### config.mk
export PLATFORM = sky130hd
export DESIGN_NAME = fifo_rd_ctrl
export DESIGN_NICKNAME = d
export VERILOG_FILES = /design/src/rtl/fifo_rd_ctrl.sv
export SDC_FILE = /design/constraint.sdc
export NUM_CORES = 1
export LEC_CHECK = 0
export BUFFER_PORTS_ARGS = -buffer_cell sky130_fd_sc_hd__buf_2
export CORE_AREA = 2 2 39 41
export CTS_CLUSTER_DIAMETER = 200
export DETAILED_ROUTE_END_ITERATION = 16
export DIE_AREA = 0 0 41 43
export PLACE_DENSITY = 0.75
export SYNTH_ARGS = -nofsm -noshare
export SYNTH_HDL_FRONTEND = slang
export SYNTH_SLANG_ARGS = --single-unit
### constraint.sdc
create_clock -name clk -period 5.7 [get_ports clk]
set_input_delay 1.14 -clock clk [delete_from_list [all_inputs] [get_ports clk]]
set_output_delay 1.14 -clock clk [all_outputs]
set_load 0.01 [all_outputs]
### src/rtl/fifo_rd_ctrl.sv
// Read-side controller for a pointer-based FIFO.
// Keeps the read pointer, derives occupancy and empty/almost-empty flags
// from the write pointer, and reports a sticky underflow error.
// All state advances on the falling edge of clk.
module fifo_rd_ctrl #(
  parameter int unsigned R_DATA_WIDTH = 16,
  parameter int unsigned MEM_WIDTH    = 16,
  parameter int unsigned ADDR_WIDTH   = 4,
  parameter int unsigned AE_THRESH    = 2
) (
  input  logic                  clk,
  input  logic                  reset,
  input  logic                  rd_request,
  input  logic                  clr_err,
  input  logic [ADDR_WIDTH:0]   wr_ptr,
  output logic [ADDR_WIDTH:0]   rd_ptr,
  output logic                  rd_en,
  output logic                  rd_valid,
  output logic                  empty_flag,
  output logic                  almost_empty_flag,
  output logic [ADDR_WIDTH:0]   count,
  output logic                  underflow
);

  localparam int unsigned PW      = ADDR_WIDTH + 1;
  localparam int unsigned RD_STEP = R_DATA_WIDTH / MEM_WIDTH;
  localparam logic [PW-1:0] STEP_P = PW'(RD_STEP);

  // Occupancy, flags and read enable; the wrap bit makes a plain
  // modulo subtraction distinguish full from empty.
  always_comb begin
    count             = wr_ptr - rd_ptr;
    empty_flag        = (32'(count) < RD_STEP);
    almost_empty_flag = (32'(count) <= AE_THRESH);
    rd_en             = rd_request & ~empty_flag;
  end

  // Read pointer, data-valid pipeline and sticky underflow (set wins over clear).
  always_ff @(negedge clk or posedge reset) begin
    if (reset) begin
      rd_ptr    <= '0;
      rd_valid  <= 1'b0;
      underflow <= 1'b0;
    end else begin
      rd_valid <= rd_en;
      if (rd_en)
        rd_ptr <= rd_ptr + STEP_P;
      if (rd_request && empty_flag)
        underflow <= 1'b1;
      else if (clr_err)
        underflow <= 1'b0;
    end
  end

endmodule

# ---- Word-level counts from Yosys, hierarchy flattened
# Index checks and enable logic that the tools add are counted.
dict set report classes {
  add_sub_neg 2
  order_cmp 2
  mux 2
  bitwise_logic 2
  reduce_logical 2
}
# operator n
set ops {}
lappend ops {{adder 5 x 1 -> 5 bit, second input constant} 1}
lappend ops {{less-or-equal comparator 5 x 2 -> 1 bit, second input constant} 1}
lappend ops {{< comparator 5 x 1 -> 1 bit, second input constant} 1}
lappend ops {{subtractor 5 bit} 1}
lappend ops {{two-way mux 1 bit} 2}
lappend ops {{nonzero test 2 bit} 1}
lappend ops {{bitwise AND 1 bit} 1}
lappend ops {{logical AND 1 bit} 1}
lappend ops {{inverter 1 bit} 1}
dict set report totals {
  reg_bits 7
  inputBits 9
}

# ---- Logic depth before layout (Yosys ltp)
# Gate-level depths: netlist (run 1).
dict set report depth {
  ltp_word 4
  ltp_mapped 9
  ltp_nobuf 9
}

==> impl_metrics.tcl, run 1 <==
set metrics [dict create \
    status "finished, violations left" \
    violations "negative setup slack" \
    vias 531 \
    p_sw_share_pct 43.1 \
    power_switching_uw 290 \
    cts.sinks 7 \
    worstPathRequired_ns 4.56 \
    setup_ws_ns -0.517 \
    cp_max_fo 4 \
    design_area_um2 977 \
    synth_edf_count 0 \
    critical_path.endpoint_type "output pin" \
    gp_congestion 0.725 \
    holdWs_ns 0.461 \
    row_count 14 \
    grt_max_degree 8 \
    mostFrequentLayoutCell "buf_2" \
    fp.coreArea_um2 1380 \
    yosysSeqAreaShare_pct 30.4 \
    die_x_um 41 \
    clk_pin_slew_ns 0.04 \
    pre_cts_ws_ns -0.295 \
    avgSynthCellArea_um2 10.9 \
    syn-num-nets 68 \
    drive_gt1_share_pct 63.3 \
    antenna_found_initial 0 \
    p_int_uw 383 \
    final_cell_mix "buf_2, buf_4, dfrtn_1" \
    routed_wl_um 1250 \
    syn_inst 53 \
    hold_class "register to register" \
    cts_made_buffers 3 \
    drc 0 \
    root_buffer "clkbuf_4" \
    worstSetupPathType "register to output pin" \
    io_buffers 23 \
    regToRegSetupSlack_ns 3.31 \
    overflow 0 \
    synth_ff_type "dfrtn_1" \
    place.detailed.hpwl_um 963 \
    syn-cell-area_um2 577 \
    p_per_area_nw_per_um2 689 \
    grt_pass1_vias 518 \
    placed_cells 105 \
    dpl_cell_area_um2 845 \
    via_per_inst 4.66 \
    p_leak_nw 0.475 \
    ys_async_sr_fraction_pct 100 \
    tightest_slew_ns 0.281 \
    instances_no_fill 114 \
    area_growth_pct 69.4 \
    htree_num_levels 1 \
    maxCapViolCount 0 \
    finalSetupViolCount 7 \
    postLayoutCoreUtil_pct 70.6 \
    peakVddDrop_mv 0.321 \
    arrival_ns 5.08 \
    fp.dieH_um 43 \
    power_uw 673 \
    yosysUniqueCellTypes 25 \
    drv_slew 0 \
    p_comb_share_pct 79.8 \
    nets 114 \
    rsz0062_at_grt "yes" \
    grt_pass1_wl_um 1980 \
    floorplan.initialDensity_pct 41.7 \
    clockBufferDepth 2 \
    yosys_warnings 0 \
    clock_skew_ns 0.00508 \
    dr.pass1.iters 2 \
    die_area_um2 1760 \
    cts_tree "built" \
    p_seq_share_pct 13.4 \
    hold_viol 0 \
    drt_iter0_drc 6 \
    antenna_left 0 \
    ys_ff_latch 7 \
    io_pins 24 \
    clk_latency_ns 0.26 \
    wire_per_inst_um 11.0 \
    maxSlewHeadroom_pct 81.1 \
    track_usage_pct 16.9 \
    clkPwrFrac_pct 6.7 \
    setup_tns_ns -2.20 \
    antennaDiodeCount 0 \
    start_kind "register" \
]
layout make-up:
cell class                 count  area, µm²
fill                          99        407
inverter                       9       46.3
timing repair buffer          41        280
tap                           16       20.0
multi-input combinational     37        429
sequential                     7        175
clock buffer                   4       26.3
Yosys cell counts, drive strengths merged (2+ instances only):
cell / count / area [µm²]
o31ai: 3 / 36.3
a21oi: 2 / 25.0
ha: 5 / 62.6
nor3: 2 / 15.0
xor2: 3 / 33.8
nor2: 5 / 21.3
dfrtn: 7 / 175
inv: 9 / 33.8
xnor2: 6 / 52.6
timing repair:
action	4_1_cts	5_1_grt
pin swaps	1	1
endpoints found under the setup margin	7	10
resized for setup	5	8
setup buffers	5	1
hold buffers	0	0
critical path, cell delays in order (launching register included):
cell	delay (ns)
dfrtn_1	0.46
ha_4	0.15
inv_2	0.03
fa_2	0.36
a21o_1	0.20
a21oi_4	0.17
mux2i_4	0.34
o31ai_4	0.09
inv_2	0.07
buf_6	0.09
registers in the layout, summed over array words and instances, names as in the netlist:
signal,cells
rd_ptr,5
underflow,1
rd_valid,1
cell families after synthesis:
group | synth area share, %
mux | 6.51
fa+ha+maj | 14.3
simple gates | 10.4
flops | 30.4
compound gates | 17.6
buf+inv | 5.86
xor+xnor | 15.0
power groups by stage:
stage / clock, mW / sequential, mW / combinational [mW]
finish: 0.0453 / 0.0905 / 0.537
global route: 0.0516 / 0.0934 / 0.595
CTS: 0.0466 / 0.0905 / 0.488
detailed placement: 0 / 0.0911 / 0.457
floorplan: 0 / 0.107 / 0.258
global placement: 0 / 0.0909 / 0.450
path summary, 6_finish.rpt:
| path | start | endpoint | depth (start not counted) |
|---|---|---|---|
| max in group asynchronous | reset | rd_ptr[1] | 2 |
| min in group asynchronous | reset | rd_ptr[3] | 2 |
| worst max register to register | rd_ptr[0] | rd_ptr[1] | 9 |
| worst max-delay path | rd_ptr[0] | rd_en | 9 |
| worst min-delay path | underflow | underflow | 1 |
| worst min register to register | underflow | underflow | 1 |
metal layers:
metal  wire length (µm)  GRT usage, %  vias up
li1                   -             -      270
met1                458          16.9      246
met2                709          29.7       15
met3                 84          9.42        0
met4                  0          2.00        0
met5                  0             0        -
Note: power is estimated with default switching activity, not from simulation.
==> run 2, diff against run 1 <==
==> config.mk (replaced) <==
export PLATFORM = sky130hd
export DESIGN_NAME = fifo_rd_ctrl
export DESIGN_NICKNAME = d
export VERILOG_FILES = /design/src/rtl/fifo_rd_ctrl.sv
export SDC_FILE = /design/constraint.sdc
export NUM_CORES = 1
export LEC_CHECK = 0
export BUFFER_PORTS_ARGS = -buffer_cell sky130_fd_sc_hd__buf_4
export CORE_AREA = 4 4 41 43
export CTS_CLUSTER_DIAMETER = 200
export DETAILED_ROUTE_END_ITERATION = 16
export DIE_AREA = 0 0 45 47
export PLACE_DENSITY = 0.75
export SYNTH_ARGS = -nofsm -noshare
export SYNTH_HDL_FRONTEND = slang
export SYNTH_SLANG_ARGS = --single-unit
==> impl_metrics.tcl, run 2 (synthesized netlist as in run 1, its figures left out) <==
set metrics [dict create \
    status "finished, violations left" \
    violations "negative setup slack" \
    mostFrequentLayoutCell "buf_4" \
    via_per_inst 4.68 \
    hold_class "register to register" \
    critPathMaxStageDelay_ns 0.45 \
    clk_latency_ns 0.27 \
    hold_viol 0 \
    nFillCells 90 \
    cts_made_buffers 3 \
    io_buffers 23 \
    place.detailed.hpwl_um 1130 \
    p_leak_nw 0.498 \
    antennaDiodeCount 0 \
    drc 0 \
    rsz0062_at_grt "yes" \
    critical_path.endpoint_type "output pin" \
    largest_reg_flops 5 \
    regMostFlops "rd_ptr" \
    cp_max_fo 4 \
    cts_tree "built" \
    reg_top3 "rd_ptr (5), rd_valid (1), underflow (1)" \
    placed_cells 106 \
    antenna_found_initial 0 \
    worstPathRequired_ns 4.56 \
    fp.dieH_um 47 \
    drive_gt1_share_pct 65.7 \
    drt_iter0_drc 9 \
    drv_slew 0 \
    p_comb_share_pct 81.0 \
    p_sw_share_pct 41.7 \
    io_pins 24 \
    die_x_um 45 \
    maxSlewHeadroom_pct 80.7 \
    cp_num_buf_inv 3 \
    floorplan.initialDensity_pct 44.3 \
    worstSetupPathType "register to output pin" \
    critPathSlowestCell "dfrtn_1" \
    overflow 0 \
    clock_skew_ns 0.00805 \
    arrival_ns 5.07 \
    peakVddDrop_mv 0.570 \
    row_count 13 \
    grt_pass1_wl_um 2190 \
    critical_path.top_delay_family "adder cells" \
    area_growth_pct 79.2 \
    postLayoutCoreUtil_pct 79.4 \
    cts_hold_buf 0 \
    maxCapViolCount 0 \
    dpl_cell_area_um2 916 \
    track_usage_pct 14.4 \
    cp_common_cell "inv_2" \
    design_area_um2 1030 \
    p_int_uw 425 \
    clkPwrFrac_pct 6.6 \
    vias 547 \
    final_cell_mix "buf_4, dfrtn_1, xnor2_1" \
    gp_congestion 0.744 \
    start_kind "register" \
    pre_cts_ws_ns -0.260 \
    clk_pin_slew_ns 0.05 \
    power_switching_uw 304 \
    die_area_um2 2120 \
    p_seq_share_pct 12.4 \
    setup_ws_ns -0.511 \
    antenna_left 0 \
    p_per_area_nw_per_um2 705 \
    power_uw 729 \
    instances_no_fill 117 \
    clockBufferDepth 2 \
    grt_pass1_vias 495 \
    crit_path_cell_trace "ha_4, inv_2, fa_2, a21o_1, a21oi_4, mux2i_4, o31ai_4, inv_2, buf_6" \
    nets 118 \
    wire_per_inst_um 12.9 \
    grt_max_degree 8 \
    fp.coreArea_um2 1300 \
    routed_wl_um 1510 \
    root_buffer "clkbuf_4" \
    dr.pass1.iters 4 \
    cts.sinks 7 \
    finalSetupViolCount 7 \
    htree_num_levels 1 \
    tightest_slew_ns 0.289 \
]
[run 2: cell types whose count changed in the layout (fill, tap and decap cells not counted), sizes merged]
| cell | change |
|---|---|
| buf | +4 |
[run 2: worst paths after layout]
kind / startpoint / endpoint / slack [ns] / depth (start not counted)
max in group asynchronous: reset / rd_ptr[1] / 1.89 / 2
min: underflow / underflow / 0.47 / 1
max reg2reg: rd_ptr[0] / rd_ptr[0] / 3.38 / 10
max: rd_ptr[0] / rd_en / -0.51 / 9
min in group asynchronous: reset / rd_ptr[4] / 3.55 / 2
min reg2reg: underflow / underflow / 0.47 / 1
[run 2: per-stage QoR]
stage	TNS, ns	hold slack (ns)
floorplan	-0.801	0.461
global placement	-1.50	0.450
detailed placement	-1.97	0.459
CTS	-1.92	0.459
global route	-2.60	0.489
finish	-2.07	0.474
[run 2: layout make-up]
| class | count | area [µm²] | area share, % |
|---|---|---|---|
| timing repair buffer | 45 | 349 | 33.8 |
| sequential | 7 | 175 | 16.9 |
| clock buffer | 4 | 26.3 | 2.54 |
| tap | 15 | 18.8 | 1.82 |
| inverter | 9 | 46.3 | 4.48 |
| multi-input combinational | 37 | 418 | 40.4 |
[run 2: power groups by stage]
stage                     clock, mW  combinational (mW)  sequential (mW)
after global routing         0.0512               0.634           0.0932
final                        0.0479               0.590           0.0907
after floorplan                   0               0.258            0.107
after CTS                    0.0484               0.542           0.0905
after detailed placement          0               0.514           0.0913
after global placement            0               0.507           0.0899
[run 2: worst reg2reg max path: stages, from the launching register on]
cell and delay (ns):
dfrtn_1 0.45, ha_4 0.15, inv_2 0.03, fa_2 0.36, a21o_1 0.20, a21oi_4 0.17
mux2i_4 0.34, o31ai_4 0.10, buf_4 0.14, buf_4 0.12, xnor2_1 0.12
[run 2: routing by layer]
layer / vias to the layer above / track usage [%] / part of all wire (%)
met5: - / 0 / 0
met4: 0 / 1.75 / 0
met3: 0 / 3.83 / 7.7
met2: 20 / 22.6 / 47
met1: 254 / 20.6 / 45
li1: 273 / - / -
[run 2: what timing repair did]
item | in CTS | in global routing
cloned | 0 | 0
endpoints found under the setup margin | 5 | 11
buffers inserted | 2 | 5
pin swaps | 2 | 2
resized for setup | 2 | 5
==> run 3, diff against run 2 <==
--- a/config.mk
+++ b/config.mk
@@ -5,12 +5,13 @@
 export SDC_FILE = /design/constraint.sdc
 export NUM_CORES = 1
 export LEC_CHECK = 0
+export ABC_AREA = 1
 export BUFFER_PORTS_ARGS = -buffer_cell sky130_fd_sc_hd__buf_4
 export CORE_AREA = 4 4 41 43
 export CTS_CLUSTER_DIAMETER = 200
 export DETAILED_ROUTE_END_ITERATION = 16
 export DIE_AREA = 0 0 45 47
-export PLACE_DENSITY = 0.75
+export PLACE_DENSITY = 0.76
 export SYNTH_ARGS = -nofsm -noshare
 export SYNTH_HDL_FRONTEND = slang
 export SYNTH_SLANG_ARGS = --single-unit
==> impl_metrics.tcl, run 3 <==
set metrics [dict create \
    drt_iter0_drc 10 \
    synth-compound-area-share_pct 2.80 \
    avgSynthCellArea_um2 7.74 \
    clk_pin_slew_ns 0.04 \
    syn-num-nets 90 \
    instances_no_fill 133 \
    fp.dieH_um 47 \
    antenna_found_initial 0 \
    critical_path.top_delay_family "adder cells" \
    worstSetupPathType "register to output pin" \
    p_int_uw 365 \
    maxSlewHeadroom_pct 80.7 \
    power_switching_uw 284 \
    r2r_end "rd_ptr[1]" \
    final_cell_mix "buf_4, nand2_1, inv_1" \
    ys_ff_latch 7 \
    critPathMaxStageDelay_ns 0.43 \
    cts.sinks 7 \
    mostFrequentLayoutCell "buf_4" \
    path_depth 9 \
    synth_area_leader_cell "dfrtn_1" \
    r2r_cells 10 \
    place.detailed.hpwl_um 1230 \
    cp_max_fo 3 \
    hold_viol 0 \
    crit_end "almost_empty_flag" \
    cp-startpoint "rd_ptr[0]" \
    yosysSeqAreaShare_pct 30.2 \
    overflow 0 \
    synth_area_leaders "dfrtn_1, nand2_1, ha_1" \
    maxCapViolCount 0 \
    antenna_left 0 \
    htree_num_levels 1 \
    grt_pass1_wl_um 2680 \
    synth_simple_gate_area_share_pct 34.7 \
    p_comb_share_pct 79.5 \
    regToRegSetupSlack_ns 3.66 \
    clock_skew_ns 0.00331 \
    power_uw 649 \
    synth_top_area_share_pct 30.2 \
    r2r-start "rd_ptr[0]" \
    setup_tns_ns -1.57 \
    p_leak_nw 0.557 \
    p_per_area_nw_per_um2 638 \
    grt_pass1_vias 602 \
    crit_path_cell_trace "ha_2, inv_2, fa_2, buf_6, xor2_4, nor2_4, nand3_2, a21oi_2, buf_4" \
    dr.pass1.iters 4 \
    setup_ws_ns -0.390 \
    synth.most_common_cell "nand2_1" \
    fp.coreArea_um2 1300 \
    wire_per_inst_um 14.3 \
    ys_async_sr_fraction_pct 100 \
    arrival_ns 4.95 \
    yosysUniqueCellTypes 16 \
    syn-cell-area_um2 581 \
    drc 0 \
    yosys_warnings 0 \
    antennaDiodeCount 0 \
    routed_wl_um 1900 \
    vias 647 \
    cts_tree "built" \
    drive_gt1_share_pct 52.5 \
    track_usage_pct 18.2 \
    finalSetupViolCount 5 \
    io_pins 24 \
    clkPwrFrac_pct 7.2 \
    row_count 13 \
    rsz0062_at_grt "yes" \
    largest_reg_flops 5 \
    synth_edf_count 0 \
    regMostFlops "rd_ptr" \
    grt_max_degree 8 \
    clk_latency_ns 0.26 \
    drv_slew 0 \
    status "finished, violations left" \
    worstPathRequired_ns 4.56 \
    p_seq_share_pct 13.3 \
    die_x_um 45 \
    syn_inst 75 \
    critPathSlowestCell "fa_2" \
    placed_cells 124 \
    synthMuxAreaShare_pct 0 \
    synth_fa_ha_area_share_pct 14.2 \
    violations "negative setup slack" \
    peakVddDrop_mv 0.415 \
    io_buffers 23 \
    floorplan.initialDensity_pct 44.6 \
    die_area_um2 2120 \
    synth_xor_area_share_pct 9.05 \
    start_kind "register" \
    gp_congestion 0.747 \
    synth_top_family_by_area "simple AND/OR/NAND/NOR gates" \
    synth_ff_type "dfrtn_1" \
    hold_class "register to register" \
    pre_cts_ws_ns -0.169 \
    p_sw_share_pct 43.8 \
    nets 134 \
    synth_common_cells "nand2_1, inv_1, nand3_1, dfrtn_1, ha_1" \
    reg_top3 "rd_ptr (5), rd_valid (1), underflow (1)" \
    area_growth_pct 75.2 \
    cts_made_buffers 3 \
    cp_num_buf_inv 3 \
    tightest_slew_ns 0.290 \
    clockBufferDepth 2 \
    root_buffer "clkbuf_4" \
    critical_path.endpoint_type "output pin" \
    holdWs_ns 0.517 \
    cts_hold_buf 0 \
    via_per_inst 4.86 \
]
## run 3: layout make-up
class / count / area, µm²
inverters: 14 / 55.1
well taps: 15 / 18.8
repair buffers: 39 / 323
multi-input cells: 54 / 419
flip-flops and latches: 7 / 175
clock buffers: 4 / 26.3
fillers: 96 / 284
## run 3: logic make-up after synthesis
logic type               count (synthesis)
flip-flops                               7
adder cells (fa/ha/maj)                  6
AO/OA/AOI/OAI                            3
buffers and inverters                   14
XOR/XNOR                                 6
AND/OR/NAND/NOR                         39
## run 3: worst reg2reg max path, stage by stage, from the launching register on
cell and delay (ns):
dfrtn_1 0.40, ha_2 0.18, inv_2 0.06, fa_2 0.43
buf_6 0.15, xor2_4 0.15, nor2_4 0.15, nand2_4 0.08
buf_4 0.16, nand3_1 0.07, nand2_1 0.05
## run 3: through the flow
step,utilization [%],instance area (µm²)
6_report,78.2,1020
5_1_grt,78.2,1020
4_1_cts,73.6,957
3_5_place_dp,67.3,876
3_3_place_gp,67.3,876
2_1_floorplan,-,602
## run 3: power by group through the flow
stage / clock network, mW / registers [mW] / logic [mW]
after detailed placement: 0 / 0.0869 / 0.412
after floorplan: 0 / 0.104 / 0.212
after global placement: 0 / 0.0862 / 0.394
after CTS: 0.0476 / 0.0862 / 0.455
final: 0.0466 / 0.0862 / 0.516
after global routing: 0.0513 / 0.0893 / 0.558
## run 3: worst min-delay path by stage
stage          startpoint        end  slack, ns  cells past startpoint
2_1_floorplan   rd_ptr[3]  rd_ptr[3]       0.50                      2
3_3_place_gp    underflow  underflow       0.51                      2
4_1_cts         underflow  underflow       0.53                      2
5_1_grt         underflow  underflow       0.55                      2
6_report        underflow  underflow       0.52                      2
3_5_place_dp    underflow  underflow       0.53                      2
## run 3: repair_timing
action / 4_1_cts / 5_1_grt
resized for setup: 9 / 8
gates cloned: 0 / 0
endpoints found under the setup margin: 5 / 7
hold endpoints to repair: 0 / 0
pin swaps: 6 / 4
setup buffers: 3 / 2
## run 3: metal layers
| layer | global-route usage (%) | wire length (µm) |
|---|---|---|
| met1 | 18.5 | 648 |
| met2 | 34.7 | 1090 |
| met3 | 7.28 | 123 |
| met4 | 4.09 | 34 |
| met5 | 0 | 0 |
